--- config.mk ---
export PLATFORM = sky130hd
export DESIGN_NAME = trace_serializer
export DESIGN_NICKNAME = d
export VERILOG_FILES = /design/src/rtl/trace_pkg.sv /design/src/rtl/bin2bcd_seq.sv /design/src/rtl/trace_serializer.sv
export SDC_FILE = /design/constraint.sdc
export NUM_CORES = 1
export LEC_CHECK = 0
export BUFFER_PORTS_ARGS = -buffer_cell sky130_fd_sc_hd__buf_2
export CAP_MARGIN = 20
export CORE_MARGIN = 2
export CORE_UTILIZATION = 40
export CTS_CLUSTER_DIAMETER = 150
export DETAILED_ROUTE_END_ITERATION = 10
export PLACE_DENSITY = 0.64
export SLEW_MARGIN = 20
export SYNTH_ARGS = -nofsm -noshare
export SYNTH_HDL_FRONTEND = slang
export SYNTH_SLANG_ARGS = --single-unit
--- constraint.sdc ---
create_clock -name clk -period 3.1 [get_ports clk]
set_input_delay 0.155 -clock clk [delete_from_list [all_inputs] [get_ports clk]]
set_output_delay 0.155 -clock clk [all_outputs]
set_load 0.02 [all_outputs]
--- src/rtl/trace_pkg.sv ---
// Shared constants, enums and helpers for the trace line serializer.
package trace_pkg;

    // ASCII codes for the fixed punctuation of a trace line
    localparam logic [7:0] ASCII_CARET  = 8'h5E;
    localparam logic [7:0] ASCII_AT     = 8'h40;
    localparam logic [7:0] ASCII_COLON  = 8'h3A;
    localparam logic [7:0] ASCII_DOLLAR = 8'h24;
    localparam logic [7:0] ASCII_STAR   = 8'h2A;
    localparam logic [7:0] ASCII_LT     = 8'h3C;
    localparam logic [7:0] ASCII_EQ     = 8'h3D;
    localparam logic [7:0] ASCII_HASH   = 8'h23;
    localparam logic [7:0] ASCII_SPACE  = 8'h20;
    localparam logic [7:0] ASCII_ZERO   = 8'h30;

    // Record kind encoding carried on in_kind
    localparam logic KIND_REG = 1'b0;
    localparam logic KIND_MEM = 1'b1;

    // Top-level serializer states
    typedef enum logic [1:0] {
        IDLE,
        CONV,
        EMIT
    } state_t;

    // Fields of a line, in the order they are printed
    typedef enum logic [3:0] {
        CARET,
        TIME,
        AT,
        PC,
        COLON,
        SP0,
        TAG,
        TARGET,
        SP1,
        LT,
        EQ,
        SP2,
        DATA,
        HASH
    } field_t;

    // Lowercase hex character for one nibble
    function automatic logic [7:0] hex_char(input logic [3:0] nib);
        if (nib < 4'd10) begin
            return ASCII_ZERO + {4'h0, nib};
        end
        return 8'h57 + {4'h0, nib};
    endfunction

    // Decimal digits needed for a w-bit unsigned value: ceil(w * log10(2))
    function automatic int bcd_digits(input int w);
        return (w * 30103 + 99999) / 100000;
    endfunction

endpackage

--- src/rtl/bin2bcd_seq.sv ---
// Sequential double-dabble: one shift-and-adjust step per cycle, W steps.
module bin2bcd_seq
    import trace_pkg::*;
#(
    parameter int W = 16,
    parameter int D = bcd_digits(W)
) (
    input  logic           clk,
    input  logic           reset,
    input  logic           start,
    input  logic [W-1:0]   bin,
    output logic           done,
    output logic [4*D-1:0] bcd
);

    localparam int CNT_W = $clog2(W + 1);

    logic [W-1:0]     shift;
    logic [CNT_W-1:0] count;
    logic             busy;
    logic [4*D-1:0]   bcd_adj;

    // Add 3 to every BCD digit that is 5 or more before the next shift
    always_comb begin
        bcd_adj = bcd;
        for (int d = 0; d < D; d++) begin
            if (bcd[4*d +: 4] >= 4'd5) begin
                bcd_adj[4*d +: 4] = bcd[4*d +: 4] + 4'd3;
            end
        end
    end

    // done flags the cycle in which the final step is being applied
    assign done = busy && (count == CNT_W'(W - 1));

    // Load on start, then shift the binary MSB into the adjusted BCD each cycle
    always_ff @(posedge clk) begin
        if (reset) begin
            shift <= '0;
            count <= '0;
            busy  <= 1'b0;
            bcd   <= '0;
        end else if (start) begin
            shift <= bin;
            count <= '0;
            busy  <= 1'b1;
            bcd   <= '0;
        end else if (busy) begin
            bcd   <= {bcd_adj[4*D-2:0], shift[W-1]};
            shift <= shift << 1;
            count <= count + CNT_W'(1);
            if (done) begin
                busy <= 1'b0;
            end
        end
    end

endmodule

--- src/rtl/trace_serializer.sv ---
// Turns one write-back record into its ASCII trace line, one char per cycle.
module trace_serializer
    import trace_pkg::*;
#(
    parameter int TIME_W = 16
) (
    input  logic              clk,
    input  logic              reset,
    input  logic              in_valid,
    output logic              in_ready,
    input  logic              in_kind,
    input  logic [TIME_W-1:0] in_time,
    input  logic [31:0]       in_pc,
    input  logic [4:0]        in_reg,
    input  logic [31:0]       in_addr,
    input  logic [31:0]       in_data,
    output logic [7:0]        char,
    output logic              char_valid
);

    localparam int DIGITS = bcd_digits(TIME_W);
    localparam int IDX_W  = (DIGITS > 8) ? $clog2(DIGITS) : 3;

    state_t             state, state_next;
    field_t             field, field_next;
    logic [IDX_W-1:0]   digit_cnt, digit_next;
    logic               time_first, first_next;
    logic [7:0]         char_next;
    logic               char_valid_next;
    logic               latch;
    logic               bcd_start;
    logic               bcd_done;
    logic [4*DIGITS-1:0] bcd_value;

    logic               kind_q;
    logic [31:0]        pc_q;
    logic [4:0]         dest_q;
    logic [31:0]        addr_q;
    logic [31:0]        data_q;

    logic [IDX_W-1:0]   msd_idx;
    logic [IDX_W-1:0]   time_idx;
    logic [3:0]         time_digit;
    logic [1:0]         reg_tens;
    logic [3:0]         reg_ones;
    logic [4:0]         reg_rem;

    bin2bcd_seq #(
        .W (TIME_W)
    ) u_bcd (
        .clk   (clk),
        .reset (reset),
        .start (bcd_start),
        .bin   (in_time),
        .done  (bcd_done),
        .bcd   (bcd_value)
    );

    // Ready only in IDLE and never while reset is asserted
    assign in_ready = (state == IDLE) && !reset;

    // Locate the most significant non-zero decimal digit; zero maps to digit 0
    always_comb begin
        msd_idx = '0;
        for (int i = 0; i < DIGITS; i++) begin
            if (bcd_value[4*i +: 4] != 4'h0) begin
                msd_idx = IDX_W'(i);
            end
        end
    end

    // Pick the time digit being printed; the first one skips leading zeros
    always_comb begin
        time_idx   = time_first ? msd_idx : digit_cnt;
        time_digit = 4'h0;
        for (int i = 0; i < DIGITS; i++) begin
            if (IDX_W'(i) == time_idx) begin
                time_digit = bcd_value[4*i +: 4];
            end
        end
    end

    // Split the 0..31 register number into tens and ones
    always_comb begin
        if (dest_q >= 5'd30) begin
            reg_tens = 2'd3;
            reg_rem  = dest_q - 5'd30;
        end else if (dest_q >= 5'd20) begin
            reg_tens = 2'd2;
            reg_rem  = dest_q - 5'd20;
        end else if (dest_q >= 5'd10) begin
            reg_tens = 2'd1;
            reg_rem  = dest_q - 5'd10;
        end else begin
            reg_tens = 2'd0;
            reg_rem  = dest_q;
        end
        reg_ones = reg_rem[3:0];
    end

    // Next-state, field walk and next character
    always_comb begin
        state_next      = state;
        field_next      = field;
        digit_next      = digit_cnt;
        first_next      = time_first;
        char_next       = 8'h00;
        char_valid_next = 1'b0;
        bcd_start       = 1'b0;
        latch           = 1'b0;

        case (state)
            IDLE: begin
                if (in_valid && in_ready) begin
                    bcd_start  = 1'b1;
                    latch      = 1'b1;
                    state_next = CONV;
                end
            end

            CONV: begin
                if (bcd_done) begin
                    state_next      = EMIT;
                    char_next       = ASCII_CARET;
                    char_valid_next = 1'b1;
                    field_next      = TIME;
                    first_next      = 1'b1;
                end
            end

            EMIT: begin
                char_valid_next = 1'b1;
                case (field)
                    TIME: begin
                        char_next = ASCII_ZERO | {4'h0, time_digit};
                        if (time_idx == '0) begin
                            field_next = AT;
                        end else begin
                            digit_next = time_idx - IDX_W'(1);
                            first_next = 1'b0;
                        end
                    end
                    AT: begin
                        char_next  = ASCII_AT;
                        field_next = PC;
                        digit_next = IDX_W'(7);
                    end
                    PC: begin
                        char_next = hex_char(pc_q[{digit_cnt[2:0], 2'b00} +: 4]);
                        if (digit_cnt == '0) begin
                            field_next = COLON;
                        end else begin
                            digit_next = digit_cnt - IDX_W'(1);
                        end
                    end
                    COLON: begin
                        char_next  = ASCII_COLON;
                        field_next = SP0;
                    end
                    SP0: begin
                        char_next  = ASCII_SPACE;
                        field_next = TAG;
                    end
                    TAG: begin
                        field_next = TARGET;
                        if (kind_q == KIND_MEM) begin
                            char_next  = ASCII_STAR;
                            digit_next = IDX_W'(7);
                        end else begin
                            char_next  = ASCII_DOLLAR;
                            digit_next = (dest_q >= 5'd10) ? IDX_W'(1) : IDX_W'(0);
                        end
                    end
                    TARGET: begin
                        if (kind_q == KIND_MEM) begin
                            char_next = hex_char(addr_q[{digit_cnt[2:0], 2'b00} +: 4]);
                        end else if (digit_cnt != '0) begin
                            char_next = ASCII_ZERO | {6'h00, reg_tens};
                        end else begin
                            char_next = ASCII_ZERO | {4'h0, reg_ones};
                        end
                        if (digit_cnt == '0) begin
                            field_next = SP1;
                        end else begin
                            digit_next = digit_cnt - IDX_W'(1);
                        end
                    end
                    SP1: begin
                        char_next  = ASCII_SPACE;
                        field_next = LT;
                    end
                    LT: begin
                        char_next  = ASCII_LT;
                        field_next = EQ;
                    end
                    EQ: begin
                        char_next  = ASCII_EQ;
                        field_next = SP2;
                    end
                    SP2: begin
                        char_next  = ASCII_SPACE;
                        field_next = DATA;
                        digit_next = IDX_W'(7);
                    end
                    DATA: begin
                        char_next = hex_char(data_q[{digit_cnt[2:0], 2'b00} +: 4]);
                        if (digit_cnt == '0) begin
                            field_next = HASH;
                        end else begin
                            digit_next = digit_cnt - IDX_W'(1);
                        end
                    end
                    HASH: begin
                        char_next  = ASCII_HASH;
                        field_next = CARET;
                        state_next = IDLE;
                    end
                    default: begin
                        char_valid_next = 1'b0;
                        field_next      = CARET;
                        state_next      = IDLE;
                    end
                endcase
            end

            default: begin
                state_next = IDLE;
            end
        endcase
    end

    // State, field walk, output character and latched record registers
    always_ff @(posedge clk) begin
        if (reset) begin
            state      <= IDLE;
            field      <= CARET;
            digit_cnt  <= '0;
            time_first <= 1'b0;
            char       <= 8'h00;
            char_valid <= 1'b0;
            kind_q     <= KIND_REG;
            pc_q       <= '0;
            dest_q     <= '0;
            addr_q     <= '0;
            data_q     <= '0;
        end else begin
            state      <= state_next;
            field      <= field_next;
            digit_cnt  <= digit_next;
            time_first <= first_next;
            char       <= char_next;
            char_valid <= char_valid_next;
            if (latch) begin
                kind_q <= in_kind;
                pc_q   <= in_pc;
                dest_q <= in_reg;
                addr_q <= in_addr;
                data_q <= in_data;
            end
        end
    end

endmodule

# Word-level counts from Yosys, hierarchy flattened
# Cells that the tools add are included.
dict set report totals {
  output_inout_bits 10
  wordCells 175
  regBits 163
}
dict set report op_classes {
  n_reduce_logical 25
  eq_ne 31
  order_cmp 11
  n_shift 3
  add_sub_neg 17
  muxes 73
}
# op count
set ops {}
lappend ops {{32-bit by 6-bit indexed part select with 4-bit output} 3}
lappend ops {{8-bit case mux with 11 select lines} 1}
lappend ops {{4-bit two-way mux} 19}
lappend ops {{8-bit two-way mux} 7}
lappend ops {{4-bit case mux with 12 select lines} 1}
lappend ops {{16-bit two-way mux} 2}
lappend ops {{7-bit by 4-bit adder with 8-bit output, first input constant} 3}
lappend ops {{4-bit equality test, second input constant} 6}
lappend ops {{1-bit two-way mux} 23}
lappend ops {{6-bit by 4-bit adder with 7-bit output, first input constant} 3}
lappend ops {{4-bit by 3-bit greater-or-equal comparator with 1-bit output, second input constant} 5}
lappend ops {{4-bit nonzero test} 5}
lappend ops {{3-bit two-way mux} 6}
lappend ops {{4-bit by 2-bit adder with 4-bit output, second input constant} 4}
lappend ops {{4-bit by 3-bit equality test with 1-bit output, second input constant} 4}
lappend ops {{8-bit case mux with 2 select lines} 1}
lappend ops {{2-bit two-way mux} 7}
lappend ops {{13-bit OR reduction} 1}
lappend ops {{4-bit < comparator, second input constant} 3}
lappend ops {{3-bit != test, second input constant} 4}
lappend ops {{3-bit case mux with 4 select lines} 1}
lappend ops {{12-bit OR reduction} 1}
lappend ops {{5-bit greater-or-equal comparator, second input constant} 2}
lappend ops {{2-bit != test, second input constant} 5}
lappend ops {{other kinds (30)} 43}

# Depth between registers and ports, before layout
dict set report logic_depth {
  ltp_word 14
  depth_mapped 16
  ltp_nobuf 16
}

# Hierarchy
# From an unflattened synthesis, not the netlist that was laid out.
dict set report hier_totals {
  hier_cells 1086
  area_unflattened_um2 9162.5
}
# module area_each_um2 seq_area_each_um2 n_inst cells_each
set by_module_without_submodules {}
lappend by_module_without_submodules {trace_serializer 6847.8 2402.3 1 829}
lappend by_module_without_submodules {bin2bcd_seq 2314.7 840.8 1 257}

# Worst setup path before layout
# OpenSTA, ideal clock, no wires.
dict set report synth_path {
  kind {register to register}
  start {register u_bcd.bcd[4]}
  end {register digit_cnt[2]}
  stages_incl_launch_ff 16
  setup_time_ns 0.128
  synth_period_minus_slack_ns 2.801
  path_slack_ns 0.299
  t_arrival_ns 2.673
  path_cell_list {dfxtp_1 -> inv_1 -> ha_1 -> nor3b_1 -> o41ai_1 -> nand3_1 -> o21ai_0 -> inv_1 -> ha_1 -> ha_1 -> nor2_1 -> o21ai_0 -> a31oi_1 -> o21ai_0 -> a22oi_1 -> nor2_1}
}
dict set report synth_between {
  elab_chain_cells 9
  word_cells_on_any_way 12
}
# element line
set synth_rtl {}
lappend synth_rtl {{from (decl)} bin2bcd_seq.sv:13} ;# output logic [4*D-1:0] bcd
lappend synth_rtl {{from (signal assigned)} bin2bcd_seq.sv:49} ;# bcd <= {bcd_adj[4*D-2:0], shift[W-1]};
lappend synth_rtl {{4-bit nonzero test (*)} trace_serializer.sv:66} ;# if (bcd_value[4*i +: 4] != 4'h0) begin
lappend synth_rtl {{1-bit two-way mux (*)} trace_serializer.sv:66}
lappend synth_rtl {{2-bit two-way mux (*) (2 in a row)} trace_serializer.sv:66}
lappend synth_rtl {{3-bit two-way mux (*)} trace_serializer.sv:66}
lappend synth_rtl {{3-bit two-way mux (*)} trace_serializer.sv:74} ;# time_idx = time_first ? msd_idx : digit_cnt;
lappend synth_rtl {{3-bit by 1-bit subtractor with 3-bit output / 3-bit logical NOT (equally long branches)} {trace_serializer.sv:139, trace_serializer.sv:136}}
lappend synth_rtl {{3-bit two-way mux / 2-bit != test (equally long branches)} -}
lappend synth_rtl {{3-bit case mux with 4 select lines / 4-bit AND reduction (equally long branches)} -}
lappend synth_rtl {{to (signal assigned)} trace_serializer.sv:249} ;# digit_cnt <= digit_next;
lappend synth_rtl {{to (decl)} trace_serializer.sv:26} ;# logic [IDX_W-1:0] digit_cnt, digit_next;
# Every way passes the cells marked *; elsewhere a longest branch is shown, timed or not. The select of a mux whose other input is x is not followed.
# A chain may end at the register's enable or synchronous reset.

# Final worst setup path
dict set report layout_path {
  start {register u_bcd.bcd[8]}
  end {register char[0]}
}
dict set report layout_between {
  elab_chain_cells 13
  word_cells_on_any_way 17
}
# element line
set layout_rtl {}
lappend layout_rtl {{4-bit nonzero test} trace_serializer.sv:66}
lappend layout_rtl {{2-bit two-way mux (2 in a row)} trace_serializer.sv:66}
lappend layout_rtl {{3-bit two-way mux} trace_serializer.sv:66}
lappend layout_rtl {{3-bit two-way mux} trace_serializer.sv:74}
lappend layout_rtl {{3-bit logical NOT} trace_serializer.sv:77} ;# if (IDX_W'(i) == time_idx) begin
lappend layout_rtl {{4-bit two-way mux (4 in a row)} trace_serializer.sv:77}
lappend layout_rtl {{4-bit two-way mux (*)} trace_serializer.sv:77}
lappend layout_rtl {{8-bit case mux with 11 select lines (*)} trace_serializer.sv:133} ;# case (field)
lappend layout_rtl {{8-bit case mux with 2 select lines (*)} trace_serializer.sv:112} ;# case (state)
lappend layout_rtl {{to (signal assigned)} trace_serializer.sv:251} ;# char <= char_next;
lappend layout_rtl {{to (decl)} trace_serializer.sv:17} ;# output logic [7:0] char,
# Every way passes the cells marked *; elsewhere a longest branch is shown, timed or not.

==> results.py <==
metrics = {
    "floorplanning": {
        "dieArea_um2": 23000,
        "core_um2": 21200,
        "num_rows": 53,
        "die_h_um": 151,
        "fp.dieW_um": 151,
        "start_util_pct": 41.1,
        "ios": 131,
    },
    "clocking": {
        "clkSinkCount": 162,
        "cts.clk_slew.worst_paths_ns": 0.07,
        "cts_buffers": 17,
        "clockBufferDepth": 2,
        "cts_tree": "done",
        "cts_root_buf": "clkbuf_16",
        "h-tree-depth": 4,
        "clock_latency_ns": 0.44,
    },
    "global_route": {
        "met2_usage_pct": 33.7,
        "grt_pass1_wl_um": 37200,
        "use_met3_pct": 3.86,
        "grt_max_degree": 125,
        "grt_overflow": 0,
        "grtUsageMet1_pct": 26.2,
        "grt_pass1_vias": 7762,
        "grtUsageTotal_pct": 20.2,
        "top_usage_layer": "met2",
        "antenna_found_initial": 0,
    },
    "timing": {
        "fin_crit_sh_pct": 94.0,
        "tightest_slew_ns": 0.939,
        "finalHoldViolCount": 0,
        "fin_ws_ns": 0.186,
        "finalSetupViolCount": 0,
        "relSlewSlack_pct": 37.4,
        "max_freq_mhz": 343,
        "finalCriticalPeriod_ns": 2.91,
        "whs_ns": 0.0106,
        "drv_slew": 0,
        "clock_skew_ns": 0.0119,
    },
    "finish": {
        "diodes": 0,
        "final_common_cell": "dfxtp_1",
        "fin_area_um2": 11300,
        "area_growth_syn_to_layout_pct": 30.2,
        "nets": 1411,
        "drive_gt1_share_pct": 17.7,
        "mostFrequentLayoutCells": "160 x dfxtp_1, 158 x nand2_1, 139 x o21ai_0",
    },
    "drt": {
        "ant_nets": 0,
        "drt-total-wl_um": 22900,
        "drt-pass1-iter-count": 5,
        "viasPerCell": 5.13,
        "wl_per_cell_um": 14.8,
        "drt-initial-drc-count": 417,
        "num_vias": 7931,
        "route.detailed.drc": 0,
    },
    "placement": {
        "portBuffers": 129,
        "place_area_um2": 9560,
        "gp_congestion": 0.870,
        "pre_cts_slack_ns": -0.0297,
        "dpl.hpwl_um": 14800,
    },
    "hold_path": {
        "min_to": "u_bcd.shift[13]",
        "holdCritStartpoint": "in_time[13]",
        "hold_path_class": "input port to flip-flop",
        "min_path_cells": 3,
    },
    "logic_synthesis": {
        "synthFlopType": "dfxtp_1",
        "ys_types": 66,
        "ys_ff_latch": 162,
        "synthArstFlopShare_pct": 0,
        "netlist_area_um2": 8700,
        "synth-edff-count": 0,
        "synth_warnings": 0,
        "yosysSeqAreaShare_pct": 37.3,
        "syn_inst": 1054,
        "synth_nets": 1208,
        "avgSynthCellArea_um2": 8.26,
    },
    "power": {
        "p_leak_uw": 0.00440,
        "cellPowerDensity_nw_per_um2": 555,
        "p_total_uw": 6290,
        "ir_drop_uv": 355,
    },
    "setup_path": {
        "r2r_slack_ns": 0.19,
        "crit_type": "flip-flop to flip-flop",
        "start_kind": "flip-flop",
        "reg2reg_depth": 14,
        "critPathCaptureType": "flip-flop",
        "required_ns": 3.40,
        "r2r-start": "u_bcd.bcd[8]",
        "critPathMaxFanout": 8,
        "regToRegEndpoint": "char[0]",
        "cp.arrival_ns": 3.21,
    },
    "status": {
        "status": "finished clean",
    },
    "flow_run": {
        "cap_violations": 0,
    },
}
through the flow:
| stage | util [%] | TNS (ns) | instances |
|---|---|---|---|
| 4_1_cts | 53.2 | 0 | 1545 |
| 5_1_grt | 53.5 | -0.0596 | 1545 |
| 3_5_place_dp | 45.2 | -0.0833 | 1406 |
| 6_report | 53.5 | 0 | 1545 |
| 2_1_floorplan | - | 0 | 1054 |
| 3_3_place_gp | 45.2 | 0 | 1406 |
report_power, final:
part,switching [µW],total [µW],internal (µW)
logic,811,1480,667
clock network,979,2210,1230
registers,203,2600,2400
repair_timing:
action	CTS	global route
hold endpoints to repair	107	0
cloned	0	0
endpoints found under the setup margin	8	11
buffers inserted	0	0
gates resized for setup	2	16
pin swaps	0	3
hold buffers	107	0
cell families (layout without fill, tap and decap cells):
kind of cell	Yosys count	count (layout)	synth area share (%)
flops	162	162	37.3
buf+inv	109	325	5.18
xor+xnor	15	15	1.51
mux	61	61	10.6
other cells	1	1	0.0431
simple gates	399	399	22.3
compound gates	274	274	18.4
fa+ha+maj	33	33	4.74
how the worst max path moves through the flow:
stage	startpoint	to	slack, ns
after floorplan	u_bcd.bcd[4]	digit_cnt[2]	0.30
after global placement	u_bcd.bcd[16]	digit_cnt[2]	0.05
after detailed placement	u_bcd.bcd[12]	field[3]	-0.03
after CTS	u_bcd.bcd[12]	field[3]	0.006
after global routing	u_bcd.bcd[13]	field[3]	-0.04
final	u_bcd.bcd[8]	char[0]	0.19
state kept, by name, indices dropped and copies added (netlist names):
signal       cells
addr_q          32
field            4
kind_q           1
dest_q           5
state            2
digit_cnt        3
u_bcd.shift     16
char             7
char_valid       1
time_first       1
u_bcd.bcd       20
data_q          32
u_bcd.busy       1
pc_q            32
u_bcd.count      5
critical path, stage by stage (launching register included):
cell	delay [ns]
dfxtp_1	0.34
inv_1	0.14
ha_2	0.26
inv_1	0.06
o41ai_2	0.31
nand3_1	0.12
o21ai_0	0.15
inv_1	0.12
ha_1	0.30
nor3b_1	0.24
a211oi_1	0.08
o21ai_0	0.25
a221oi_2	0.11
a221oi_2	0.19
a31oi_1	0.11
area by class of cell:
type                       count  area, µm²
fill                        1902       9830
inverter                      34        128
clock inverter                14        188
tap                          275        344
clock buffer                  18        429
sequential                   162       3250
multi-input combinational    783       5090
timing repair buffer         259       1900
synthesized netlist by cell type, drive strengths merged (2+ instances only):
master / count / area (µm²)
a211oi: 26 / 195
a21boi: 2 / 15.0
a21o: 4 / 30.0
a21oi: 46 / 234
a221oi: 6 / 58.8
a22oi: 6 / 45.0
a311o: 2 / 20.0
a311oi: 2 / 17.5
a31oi: 13 / 81.3
and2: 6 / 40.0
and3: 5 / 31.3
and4b: 2 / 20.0
buf: 25 / 135
clkbuf: 50 / 188
dfxtp: 162 / 3240
ha: 33 / 413
inv: 33 / 124
mux2: 2 / 22.5
mux2i: 37 / 370
mux4: 22 / 526
nand2: 161 / 612
nand2b: 111 / 694
nand3: 17 / 85.1
nand4: 3 / 18.8
nor2: 66 / 248
nor2b: 8 / 50.1
nor3: 6 / 30.0
nor3b: 7 / 52.6
o211ai: 2 / 15.0
o21ai: 149 / 761
o31ai: 6 / 45.0
xnor2: 7 / 61.3
xor2: 8 / 70.1
metal layers:
metal,share of wire [%],up-vias,wire [µm]
met5,0,-,0
met4,2.0,0,463
met3,3.9,37,898
met2,48,164,11100
met1,46,3676,10500
li1,-,4054,-
(Power assumes the default switching activity.)
